## src/rtl/coherence_control.sv

```systemverilog
// Coherence controller for two snooping L1 dcaches sharing one RAM port.
// It arbitrates writebacks and coherent fills, and it sequences snoop, dirty writeback and line fill.
module coherence_control #(
   parameter int SNOOP_WAIT = 2
) (
   input  logic              CLK,
   input  logic              nRST,
   input  logic [1:0]        dREN,
   input  logic [1:0]        dWEN,
   input  logic [1:0][31:0]  daddr,
   input  logic [1:0][31:0]  dstore,
   input  logic [1:0]        cctrans,
   input  logic [1:0]        ccwrite,
   output logic [1:0]        dwait,
   output logic [1:0][31:0]  dload,
   output logic [1:0]        ccwait,
   output logic [1:0]        ccinv,
   output logic [1:0][31:0]  ccsnoopaddr,
   output logic              ramREN,
   output logic              ramWEN,
   output logic [31:0]       ramaddr,
   output logic [31:0]       ramstore,
   input  logic [31:0]       ramload,
   input  logic [1:0]        ramstate
);

   localparam int CW = (SNOOP_WAIT > 1) ? $clog2(SNOOP_WAIT) : 1;
   localparam logic [CW-1:0] SNOOP_LAST = CW'(SNOOP_WAIT - 1);

   typedef enum logic [2:0] {IDLE, WB, SNOOP, SWB1, SWB2, LD1, LD2} state_t;

   state_t          state_q, state_d;
   logic            req_q, req_d;
   logic            lastGrant_q, lastGrant_d;
   logic [CW-1:0]   snoopCnt_q, snoopCnt_d;
   logic            snp;
   logic            ramAccess;
   logic [1:0]      fillReq;

   assign snp       = ~req_q;
   assign ramAccess = (ramstate == 2'd2);
   assign fillReq   = dREN & cctrans;

   always_ff @(posedge CLK or negedge nRST) begin
      if (!nRST) begin
         state_q     <= IDLE;
         req_q       <= 1'b0;
         lastGrant_q <= 1'b1;
         snoopCnt_q  <= '0;
      end else begin
         state_q     <= state_d;
         req_q       <= req_d;
         lastGrant_q <= lastGrant_d;
         snoopCnt_q  <= snoopCnt_d;
      end
   end

   always_comb begin
      state_d     = state_q;
      req_d       = req_q;
      lastGrant_d = lastGrant_q;
      snoopCnt_d  = snoopCnt_q;
      dwait       = 2'b11;
      dload       = '0;
      ccwait      = 2'b00;
      ccinv       = 2'b00;
      ccsnoopaddr = '0;
      ramREN      = 1'b0;
      ramWEN      = 1'b0;
      ramaddr     = '0;
      ramstore    = '0;

      case (state_q)
         IDLE: begin
            // Writebacks always win. A tie inside a class goes to the cache not granted last.
            if (|dWEN) begin
               req_d       = (&dWEN) ? ~lastGrant_q : dWEN[1];
               lastGrant_d = req_d;
               state_d     = WB;
            end else if (|fillReq) begin
               req_d       = (&fillReq) ? ~lastGrant_q : fillReq[1];
               lastGrant_d = req_d;
               snoopCnt_d  = '0;
               state_d     = SNOOP;
            end
         end

         WB: begin
            if (!dWEN[req_q]) begin
               state_d = IDLE;
            end else begin
               ramWEN   = 1'b1;
               ramaddr  = daddr[req_q];
               ramstore = dstore[req_q];
               if (ramAccess) begin
                  dwait[req_q] = 1'b0;
                  state_d      = IDLE;
               end
            end
         end

         SNOOP, SWB1, SWB2, LD1, LD2: begin
            // If the requester abandons its fill, the snoop is released without touching RAM.
            if (!dREN[req_q]) begin
               snoopCnt_d = '0;
               state_d    = IDLE;
            end else begin
               ccwait[snp]      = 1'b1;
               ccinv[snp]       = ccwrite[req_q];
               ccsnoopaddr[snp] = daddr[req_q];
               case (state_q)
                  SNOOP: begin
                     if (snoopCnt_q == SNOOP_LAST) begin
                        snoopCnt_d = '0;
                        state_d    = ccwrite[snp] ? SWB1 : LD1;
                     end else begin
                        snoopCnt_d = snoopCnt_q + 1'b1;
                     end
                  end
                  SWB1, SWB2: begin
                     if (dWEN[snp] && (daddr[snp][2] == (state_q == SWB2))) begin
                        ramWEN   = 1'b1;
                        ramaddr  = daddr[snp];
                        ramstore = dstore[snp];
                        if (ramAccess) begin
                           dwait[snp] = 1'b0;
                           state_d    = (state_q == SWB1) ? SWB2 : LD1;
                        end
                     end
                  end
                  default: begin
                     ramREN  = 1'b1;
                     ramaddr = {daddr[req_q][31:3], (state_q == LD2), 2'b00};
                     if (ramAccess) begin
                        dload[req_q] = ramload;
                        dwait[req_q] = 1'b0;
                        state_d      = (state_q == LD1) ? LD2 : IDLE;
                     end
                  end
               endcase
            end
         end

         default: state_d = IDLE;
      endcase
   end

endmodule

```

## config.mk

```make
export PLATFORM = sky130hd
export DESIGN_NAME = coherence_control
export DESIGN_NICKNAME = d
export VERILOG_FILES = /design/src/rtl/coherence_control.sv
export SDC_FILE = /design/constraint.sdc
export NUM_CORES = 1
export LEC_CHECK = 0
export ABC_AREA = 1
export CAP_MARGIN = 20
export CORE_AREA = 2 2 145 147
export DETAILED_ROUTE_END_ITERATION = 6
export DIE_AREA = 0 0 147 149
export PLACE_DENSITY = 0.61
export SKIP_CTS_REPAIR_TIMING = 1
export SYNTH_ARGS = -nofsm -noshare
export SYNTH_HDL_FRONTEND = slang
export SYNTH_SLANG_ARGS = --single-unit
```

## constraint.sdc

```tcl
create_clock -name CLK -period 3.9 [get_ports CLK]
set_clock_uncertainty 0.15 [all_clocks]
set_input_delay 0.78 -clock CLK [delete_from_list [all_inputs] [get_ports CLK]]
set_output_delay 0.78 -clock CLK [all_outputs]
set_load 0.05 [all_outputs]
```

==> results.env <==
STATUS='finished, final reports clean'
DRT-INITIAL-DRC-COUNT=312
INITIAL_CORE_UTIL=0.199
DRT_FIRST_PASS_ITERS=5
SYN_AVG_CELL_AREA_UM2=4.47
NUMBER_OF_ANTENNA_VIOLATIONS_AT_THE_FIRST_CHECK_IN_GLOBAL_ROUTING=0
NUMBER_OF_MAXIMUM_CAPACITANCE_CONSTRAINT_VIOLATIONS=0
BOUNDARYPINS=372
SYNTH_CELL_TYPE_COUNT=24
GRT_USE_TOTAL=0.192
FIRST_GLOBAL_VIAS=6092
DIE_WIDTH_UM=147
P_LEAK_nW=4.67
PLACEMENT.IO_BUFFERS=371
TIMING.CRITICAL_PATH.TO_TYPE='primary output'
GROWTH_OF_DESIGN_AREA_FROM_SYNTHESIS_TO_FINISH_PCT=137
STARTPOINT_TYPE='input pin'
MAPPEDNETLISTNETS=1089
DIE_H_UM=149
R2R_SLACK_NS=1.74
TIMING.FINAL.CRIT_PERIOD_NS=3.64
REMAINING_DRC_ERRORS=0
YS_FF_LATCH=6
ANTENNA_CELLS=0
WORSTMARGINPINSLEW_NS=1.05
FIN_TNS_SETUP_NS=0
CTS_BUFFERS=3
SYNTH_CELLS=917
P_TOTAL_mW=4.30
CLOCK_LATENCY_NS=0.24
VDD_IR_DROP_MAX_V=0.000275
MIN_DELAY_PATH_DEPTH=2
GRT_MAX_DEGREE=122
DIE_AREA_UM2=21900
TIMING_WORST_SETUP_PATH_TYPE='in -> out'
MIN_PATH_TYPE='reg -> reg'
AREA.SEQUENTIAL_UM2=155
WORSTREGTOREGCELLS=10
FINISH.NET_COUNT=1413
FINAL_HOLD_VIOL_COUNT=0
DRTANTENNAVIOLNETS=0
CRIT_ARRIVAL_NS=2.71
R2R_END='state_q[1]$_DFFE_PN0P_'
MULTI_INPUT_COMB_AREA_UM2=3000
LAYOUT.CELLS.MOST_COMMON='nand2_1'
MOSTFREQUENTLAYOUTCELLS='nand2_1 (290), buf_12 (177), clkdlybuf4s50_1 (171)'
PLACEABLECOREAREA_UM2=20600
LAYOUT.FILLER_CELLS=2046
AVGROUTEDWIREPERCELL_UM=14.7
RSZ_0062_RAISED_AFTER_GLOBAL_ROUTING='no'
YS.WARNINGS.COUNT=0
GP_CONGESTION=0.899
VIASPERCELL=4.49
CTS.PATH.MAX_BUFFERS=2
POST-ROUTE-PERIOD-UTIL=0.933
WORSTPATHREQUIRED_NS=2.97
STD_CELL_ROWS=53
GRT_FIRST_PASS_WIRELENGTH_UM=33700
DETAIL_ROUTE.WIRELENGTH_UM=22300
CTS.SINKS=6
ROOT_BUFFER='clkbuf_16'
SLEW_HEADROOM=0.302
FINAL-SETUP-VIOL-COUNT=0
CRITICAL_PATH_PEAK_FANOUT=32
POWER.DENSITY_CELL_AREA_nW_PER_UM2=442
GRT-OVFL-TOTAL=0
SYNTHESIS.AREA_UM2=4100
WORSTHOLDSTART='lastGrant_q$_DFFE_PN1P_'
CTS_TREE='built'
DETAILED_PLACE_HPWL_UM=17600
MAX_CLOCK_FREQ_GHz=0.275
SYNTH-SEQ-AREA-SHARE=0.0370
CTS_HTREE_LEVELS=1
CLK_PIN_SLEW_WORST_PATHS_NS=0.04
CRITICAL_PATH.REG2REG.STARTPOINT='req_q$_DFFE_PN0P_'
WORST_HOLD_PATH.ENDPOINT='lastGrant_q$_DFFE_PN1P_'
FINAL_LAYOUT_SIZE_SUFFIX_GT1_FRAC=0.192
DR_TOTAL_VIAS=6807
REPORT.FINAL.SLEW_VIOL_COUNT=0
HOLD-WORST-SLACK_NS=0.358
==> routing by layer <==
layer,global-route usage,routed length (um)
met1,0.234,9080
met3,0.0260,1350
met5,0,0
met4,0.0471,541
met2,0.355,11400
==> worst max-delay path, stage by stage <==
cell	delay (ns)
clkdlybuf4s50_1	0.45
inv_1	0.04
nor2_1	0.26
nand2_1	0.19
buf_12	0.23
nand3b_1	0.19
nor3_1	0.37
buf_12	0.20
==> layout make-up <==
type	instances	area share
multi-input combinational	687	0.309
tap	275	0.0354
timing repair buffer	388	0.572
inverter	155	0.0601
clock buffer	4	0.00811
sequential	6	0.0160
==> registers in the layout, summed over array words and instances, names as in the netlist <==
name / flops
lastGrant_q: 1
req_q: 1
snoopCnt_q: 1
state_q: 3
==> cells by family after synthesis <==
family | Yosys count | share of synthesized area
AO/OA/AOI/OAI | 146 | 0.179
buffers and inverters | 224 | 0.231
flip-flops | 6 | 0.0370
AND/OR/NAND/NOR | 541 | 0.553
==> cell usage after synthesis (all sizes together) <==
master    n  share of area
a21oi    20          0.024
buf      44          0.065
clkbuf   25          0.023
dfrtp     5          0.031
dfstp     1         0.0064
inv     155           0.14
nand2   297           0.28
nand3    77          0.095
nand3b    2         0.0037
nor2    100          0.097
nor3     65          0.079
o21ai   126           0.15
==> per-stage QoR <==
stage,cell area [um2],worst slack [ns],util,instances
after global routing,9720,0.0893,0.473,1515
after global placement,9640,0.311,0.469,1511
after detailed placement,9640,0.246,0.469,1511
final,9720,0.262,0.473,1515
after floorplan,4100,0.574,-,917
after CTS,9720,0.246,0.473,1515
==> where the power goes <==
part           internal (mW)  leakage (nW)  switching, mW
Combinational           1.43          4.55           2.55
Clock                  0.136        0.0382         0.0421
Sequential            0.0933        0.0743         0.0421
Total                   1.66          4.67           2.64
==> worst max path at each step <==
stage	start	end	slack, ns	depth (start not counted)
2_1_floorplan	dREN[1]	dload[31]	0.57	5
3_3_place_gp	ramstate[1]	dload[63]	0.31	8
3_5_place_dp	ramstate[1]	dload[63]	0.25	8
4_1_cts	ramstate[1]	dload[63]	0.25	8
5_1_grt	ramstate[1]	dload[63]	0.09	8
6_report	ramstate[1]	dload[63]	0.26	8
Power figures use the tool's default switching activity.
